**src/rtl/alarm_clock_pkg.sv**
```systemverilog
// rtl/alarm_clock_pkg.sv - shared alarm state encoding, widths and default phase lengths
package alarm_clock_pkg;

    // Alarm FSM state codes as driven by the external alarm controller
    typedef enum logic [2:0] {
        IDLE_S      = 3'b000,
        ALARM_SET_S = 3'b001,
        IN_ALARM_S  = 3'b010,
        IN_SNOOZE_S = 3'b011
    } alarm_state_e;

    // Width of the phase seconds counter (phase lengths up to 511 s)
    localparam int unsigned REM_W = 9;

    // Default phase lengths in seconds
    localparam int unsigned DEF_ALARM_LEN_S  = 60;
    localparam int unsigned DEF_SNOOZE_LEN_S = 300;

    // Map a raw 3-bit state code onto the enum; codes 1xx fold onto IDLE
    function automatic alarm_state_e decode_state(input logic [2:0] code);
        alarm_state_e st;
        if (code[2]) begin
            st = IDLE_S;
        end else begin
            st = alarm_state_e'({1'b0, code[1:0]});
        end
        return st;
    endfunction

endpackage

```
**src/rtl/alarm_phase_cnt.sv**
```systemverilog
// rtl/alarm_phase_cnt.sv - loadable saturating down-counter with zero-crossing strobe
module alarm_phase_cnt
    import alarm_clock_pkg::*;
#(
    parameter int unsigned W = REM_W
) (
    input  logic         clk_i,
    input  logic         rst_i,
    input  logic         load_i,
    input  logic [W-1:0] load_val_i,
    input  logic         dec_i,
    output logic [W-1:0] count_o,
    output logic         dec_taken_o,
    output logic         zero_cross_o
);

    logic [W-1:0] count_q;
    logic         is_zero;

    // A decrement request is honoured only when no load is pending and the count is non-zero
    always_comb begin
        is_zero      = (count_q == '0);
        dec_taken_o  = dec_i & ~load_i & ~is_zero;
        zero_cross_o = dec_taken_o & (count_q == W'(1));
        count_o      = count_q;
    end

    // Count register: load has priority over decrement, zero holds until reloaded
    always_ff @(posedge clk_i) begin
        if (rst_i) begin
            count_q <= '0;
        end else if (load_i) begin
            count_q <= load_val_i;
        end else if (dec_taken_o) begin
            count_q <= count_q - W'(1);
        end
    end

endmodule

```
**src/rtl/alarm_timer.sv**
```systemverilog
// rtl/alarm_timer.sv - alarm time compare, ring/snooze phase timing and buzzer cadence
module alarm_timer
    import alarm_clock_pkg::*;
#(
    parameter int unsigned ALARM_LEN_S  = DEF_ALARM_LEN_S,
    parameter int unsigned SNOOZE_LEN_S = DEF_SNOOZE_LEN_S
) (
    input  logic             clk_i,
    input  logic             rst_i,
    input  logic             tick_1hz_i,
    input  logic [4:0]       cur_hh_i,
    input  logic [5:0]       cur_mm_i,
    input  logic [5:0]       cur_ss_i,
    input  logic [4:0]       alarm_hh_i,
    input  logic [5:0]       alarm_mm_i,
    input  logic [2:0]       fsm_state_i,
    output logic             alarm_start_o,
    output logic             alarm_timeout_o,
    output logic             alarm_snooze_timeout_o,
    output logic             ring_o,
    output logic [REM_W-1:0] remaining_o
);

    localparam logic [REM_W-1:0] ALARM_LOAD  = REM_W'(ALARM_LEN_S);
    localparam logic [REM_W-1:0] SNOOZE_LOAD = REM_W'(SNOOZE_LEN_S);

    alarm_state_e     cur_state;
    alarm_state_e     prev_state;
    logic             entry;
    logic             in_alarm;
    logic             in_snooze;
    logic             time_match;
    logic             start_d;
    logic [REM_W-1:0] load_val;
    logic             cnt_dec;
    logic             dec_taken;
    logic             zero_cross;

    // Decode the incoming state, detect phase entry and qualify the seconds tick
    always_comb begin
        cur_state  = decode_state(fsm_state_i);
        entry      = (cur_state != prev_state);
        in_alarm   = (cur_state == IN_ALARM_S);
        in_snooze  = (cur_state == IN_SNOOZE_S);
        time_match = (cur_hh_i == alarm_hh_i) && (cur_mm_i == alarm_mm_i) && (cur_ss_i == 6'd0);
        start_d    = tick_1hz_i && (cur_state == ALARM_SET_S) && time_match;
        cnt_dec    = tick_1hz_i && !entry && (in_alarm || in_snooze);
    end

    // Length loaded on phase entry; non-timed states park the counter at zero
    always_comb begin
        load_val = '0;
        case (cur_state)
            IN_ALARM_S:  load_val = ALARM_LOAD;
            IN_SNOOZE_S: load_val = SNOOZE_LOAD;
            default:     load_val = '0;
        endcase
    end

    alarm_phase_cnt #(
        .W (REM_W)
    ) u_phase_cnt (
        .clk_i        (clk_i),
        .rst_i        (rst_i),
        .load_i       (entry),
        .load_val_i   (load_val),
        .dec_i        (cnt_dec),
        .count_o      (remaining_o),
        .dec_taken_o  (dec_taken),
        .zero_cross_o (zero_cross)
    );

    // Previous-state tracking and registered one-cycle pulses
    always_ff @(posedge clk_i) begin
        if (rst_i) begin
            prev_state             <= IDLE_S;
            alarm_start_o          <= 1'b0;
            alarm_timeout_o        <= 1'b0;
            alarm_snooze_timeout_o <= 1'b0;
        end else begin
            prev_state             <= cur_state;
            alarm_start_o          <= start_d;
            alarm_timeout_o        <= zero_cross && in_alarm;
            alarm_snooze_timeout_o <= zero_cross && in_snooze;
        end
    end

    // Buzzer: on at ring entry, toggles each counted second, silent once the count hits zero
    always_ff @(posedge clk_i) begin
        if (rst_i) begin
            ring_o <= 1'b0;
        end else if (entry) begin
            ring_o <= in_alarm;
        end else if (zero_cross) begin
            ring_o <= 1'b0;
        end else if (dec_taken && in_alarm) begin
            ring_o <= ~ring_o;
        end
    end

endmodule

```
**config.mk**
```make
export PLATFORM = sky130hd
export DESIGN_NAME = alarm_timer
export DESIGN_NICKNAME = d
export VERILOG_FILES = /design/src/rtl/alarm_clock_pkg.sv /design/src/rtl/alarm_phase_cnt.sv /design/src/rtl/alarm_timer.sv
export SDC_FILE = /design/constraint.sdc
export NUM_CORES = 1
export LEC_CHECK = 0
export BUFFER_PORTS_ARGS = -buffer_cell sky130_fd_sc_hd__clkbuf_2
export CELL_PAD_IN_SITES_DETAIL_PLACEMENT = 1
export CELL_PAD_IN_SITES_GLOBAL_PLACEMENT = 2
export CORE_ASPECT_RATIO = 1.2
export CORE_MARGIN = 2
export CORE_UTILIZATION = 23
export DETAILED_ROUTE_END_ITERATION = 8
export PLACE_DENSITY_LB_ADDON = 0.12
export SLEW_MARGIN = 5
export SYNTH_ARGS = -nofsm -noshare
export SYNTH_HDL_FRONTEND = slang
export SYNTH_HIERARCHICAL = 1
export SYNTH_SLANG_ARGS = --single-unit
```
**constraint.sdc**
```tcl
create_clock -name clk_i -period 2 [get_ports clk_i]
set_input_delay 0.3 -clock clk_i [delete_from_list [all_inputs] [get_ports clk_i]]
set_output_delay 0.3 -clock clk_i [all_outputs]
set_load 0.1 [all_outputs]
```
==> flow_summary.json <==
{
  "status": "completed",
  "antenna_found_initial": 0,
  "regToRegSetupSlack_ns": 0.12,
  "p_leak_uw": 0.000629,
  "grt.overflow.total": 0,
  "fp-row-count": 27,
  "crit_start": "u_phase_cnt/count_o[0]",
  "crit_type": "reg2reg",
  "drive_above_1_share_pct": 47.7,
  "p_sw_uw": 389,
  "synth.avg_cell_area_um2": 8.79,
  "diodes": 0,
  "grt_pass1_wl_mm": 5.42,
  "ys.flop_type": "dfxtp_1",
  "grt.total_usage_pct": 13.5,
  "portBuffers": 46,
  "critical_path_arrival_ns": 2.07,
  "setup_viol": 0,
  "fin_skew_ns": 0.00635,
  "wirelength_mm": 3.22,
  "clk-insertion-delay-late_ns": 0.25,
  "dr.first_iter.drc_count": 14,
  "place_hpwl_mm": 2.67,
  "powerDensity_nw_per_um2": 646,
  "cts_sinks": 15,
  "p_seq_share_pct": 36.2,
  "die_w_um": 66.1,
  "p_sw_share_pct": 40.3,
  "clk_pin_slew_ns": 0.07,
  "p_int_uw": 576,
  "nFillCells": 563,
  "post_cts_hold_buffer_count": 0,
  "worstPathMaxFanout": 6,
  "yosysWarnings": 6,
  "clkPwrFrac_pct": 27.4,
  "crit_required_ns": 2.19,
  "final_hold_viol_count": 0,
  "drc": 0,
  "reg2reg_from": "u_phase_cnt/count_o[0]",
  "synth.distinct_cells": 44,
  "critPathLaunchType": "flip-flop",
  "first_pass_iters": 2,
  "syn_inst": 121,
  "r2r_end": "ring_o",
  "tightest_slew_ns": 0.550,
  "gp_congestion": 0.689,
  "cts_made_buffers": 3,
  "post_cts_buffers": 0,
  "syn_area_um2": 1060,
  "period_share_pct": 94.0,
  "synth-edff-count": 0,
  "slew_headroom_pct": 63.5,
  "ioPinCount": 47,
  "cts.repair.resized": 0,
  "min_path_type": "in2reg",
  "viasPerCell": 4.67,
  "grt_max_degree": 17,
  "r2r_cells": 9,
  "p_total_uw": 965,
  "layout.nets": 214,
  "dp.cells": 230,
  "cts_tree": "done",
  "vdd_drop_max_mv": 0.267,
  "die-area_um2": 5190,
  "yosysSeqAreaShare_pct": 28.2,
  "grt_pass1_vias": 1208,
  "endpoint": "ring_o",
  "ant_nets": 0,
  "core_area_um2": 4530,
  "synth-seq-cells": 15,
  "synthArstFlopShare_pct": 0,
  "cts-htree-levels": 1,
  "pwr-share-comb_pct": 36.3,
  "cts.path.max_buffers": 2,
  "rsz0062_at_grt": "yes",
  "vias": 1093,
  "wl_per_cell_um": 13.8,
  "setup_tns_ns": 0,
  "drv_cap": 0,
  "final_cells": 234,
  "period_needed_ns": 1.88,
  "drv_slew": 0,
  "cts_root_buf": "clkbuf_8",
  "start_util_pct": 23.5,
  "die_h_um": 78.5,
  "area_delta_synth_final_pct": 40.5,
  "max_freq_ghz": 0.532,
  "worstSetupEndpointType": "flip-flop"
}
==> placed cells by master (no fill, tap or decap), drive strengths merged, types with 2 or more instances in the layout <==
master / count
nor3: 4
nor2: 14
xor2: 7
buf: 5
o31a: 4
dfxtp: 15
ha: 3
nor4b: 2
a211oi: 4
nand2: 2
inv: 5
conb: 4
nor4: 6
or3: 4
and3b: 2
nand2b: 4
nand4: 4
o21ai: 4
clkinv: 2
nand3: 2
clkbuf: 49
xnor2: 10
nor3b: 3
a21oi: 5
==> layer usage <==
layer  GRT usage (%)  vias to the layer above  part of all wire (%)
met3            2.58                        4                   4.5
met2            26.1                       35                    54
li1                -                      553                     -
met5               0                        -                     0
met4            4.29                        0                   1.3
met1            14.1                      501                    40
==> sequential cells by signal, indices dropped and copies added, names as in the netlist <==
register / cells
alarm_snooze_timeout_o: 1
alarm_start_o: 1
alarm_timeout_o: 1
prev_state: 2
ring_o: 1
u_phase_cnt/count_o: 9
==> critical path, stage by stage (launching register included) <==
cell and delay (ns):
dfxtp_4 0.36, inv_4 0.07, ha_4 0.13, or4b_4 0.49, o21ai_4 0.23, nor3_2 0.09
nand2b_4 0.16, a21oi_2 0.09, o21ai_1 0.07, a31oi_1 0.13
==> power by group through the flow <==
stage          Sequential, uW  Clock [uW]  Combinational [uW]
2_1_floorplan             466           0                 144
3_3_place_gp              355           0                 347
3_5_place_dp              357           0                 353
4_1_cts                   350         273                 353
5_1_grt                   354         287                 379
6_report                  350         265                 351
==> cell type report <==
cell class,instances,area (um^2),area share (%)
multi-input cells,100,761,50.9
repair buffers,51,268,17.9
clock inverters,1,5.00,0.335
well taps,58,72.6,4.86
inverters,6,27.5,1.84
flip-flops and latches,15,319,21.4
clock buffers,3,41.3,2.76
==> how the worst min path moves through the flow <==
stage | cells after the start | end | startpoint | slack [ns]
2_1_floorplan | 1 | ring_o | rst_i | 0.37
3_3_place_gp | 2 | u_phase_cnt/count_o[6] | u_phase_cnt/count_o[6] | 0.54
3_5_place_dp | 2 | u_phase_cnt/count_o[6] | u_phase_cnt/count_o[6] | 0.55
4_1_cts | 2 | prev_state[0] | fsm_state_i[2] | 0.30
5_1_grt | 2 | prev_state[0] | fsm_state_i[2] | 0.32
6_report | 2 | prev_state[0] | fsm_state_i[2] | 0.30
==> logic make-up after synthesis <==
logic type                 share of synthesized area [%]
and+or+nand+nor                                     31.9
AOI/OAI and AO/OA                                   17.1
xor gates and xnor gates                            14.0
DFF                                                 28.2
buffers and inverters                               4.00
adders and majority gates                           3.53
other                                              0.353
muxes                                              0.941
==> metrics by stage <==
stage	utilization, %	hold slack (ns)	area, um^2	setup slack, ns
finish	33.0	0.297	1490	0.119
global route	33.0	0.318	1490	-0.00256
CTS	32.8	0.297	1480	0.0573
detailed placement	31.7	0.546	1440	0.0781
global placement	31.7	0.537	1440	0.132
floorplan	-	0.369	1120	0.0111
==> synthesized netlist by cell type, types with 2 or more instances <==
master	n	area [um^2]
a211oi_1	3	22.5
nand2_1	2	7.51
nand2b_1	3	18.8
o31a_1	3	26.3
ha_1	3	37.5
nor3_1	4	20.0
or3_2	3	22.5
nor4_1	6	37.5
xnor2_1	10	87.6
nor4b_1	2	17.5
a21oi_1	5	25.0
o21ai_1	2	10.0
nor2_1	14	52.6
nand3_1	2	10.0
and3b_1	2	17.5
nand4_1	4	25.0
dfxtp_1	15	300
inv_1	5	18.8
nor3b_2	2	25.0
xor2_1	7	61.3
Power figures use the tool's default switching activity.
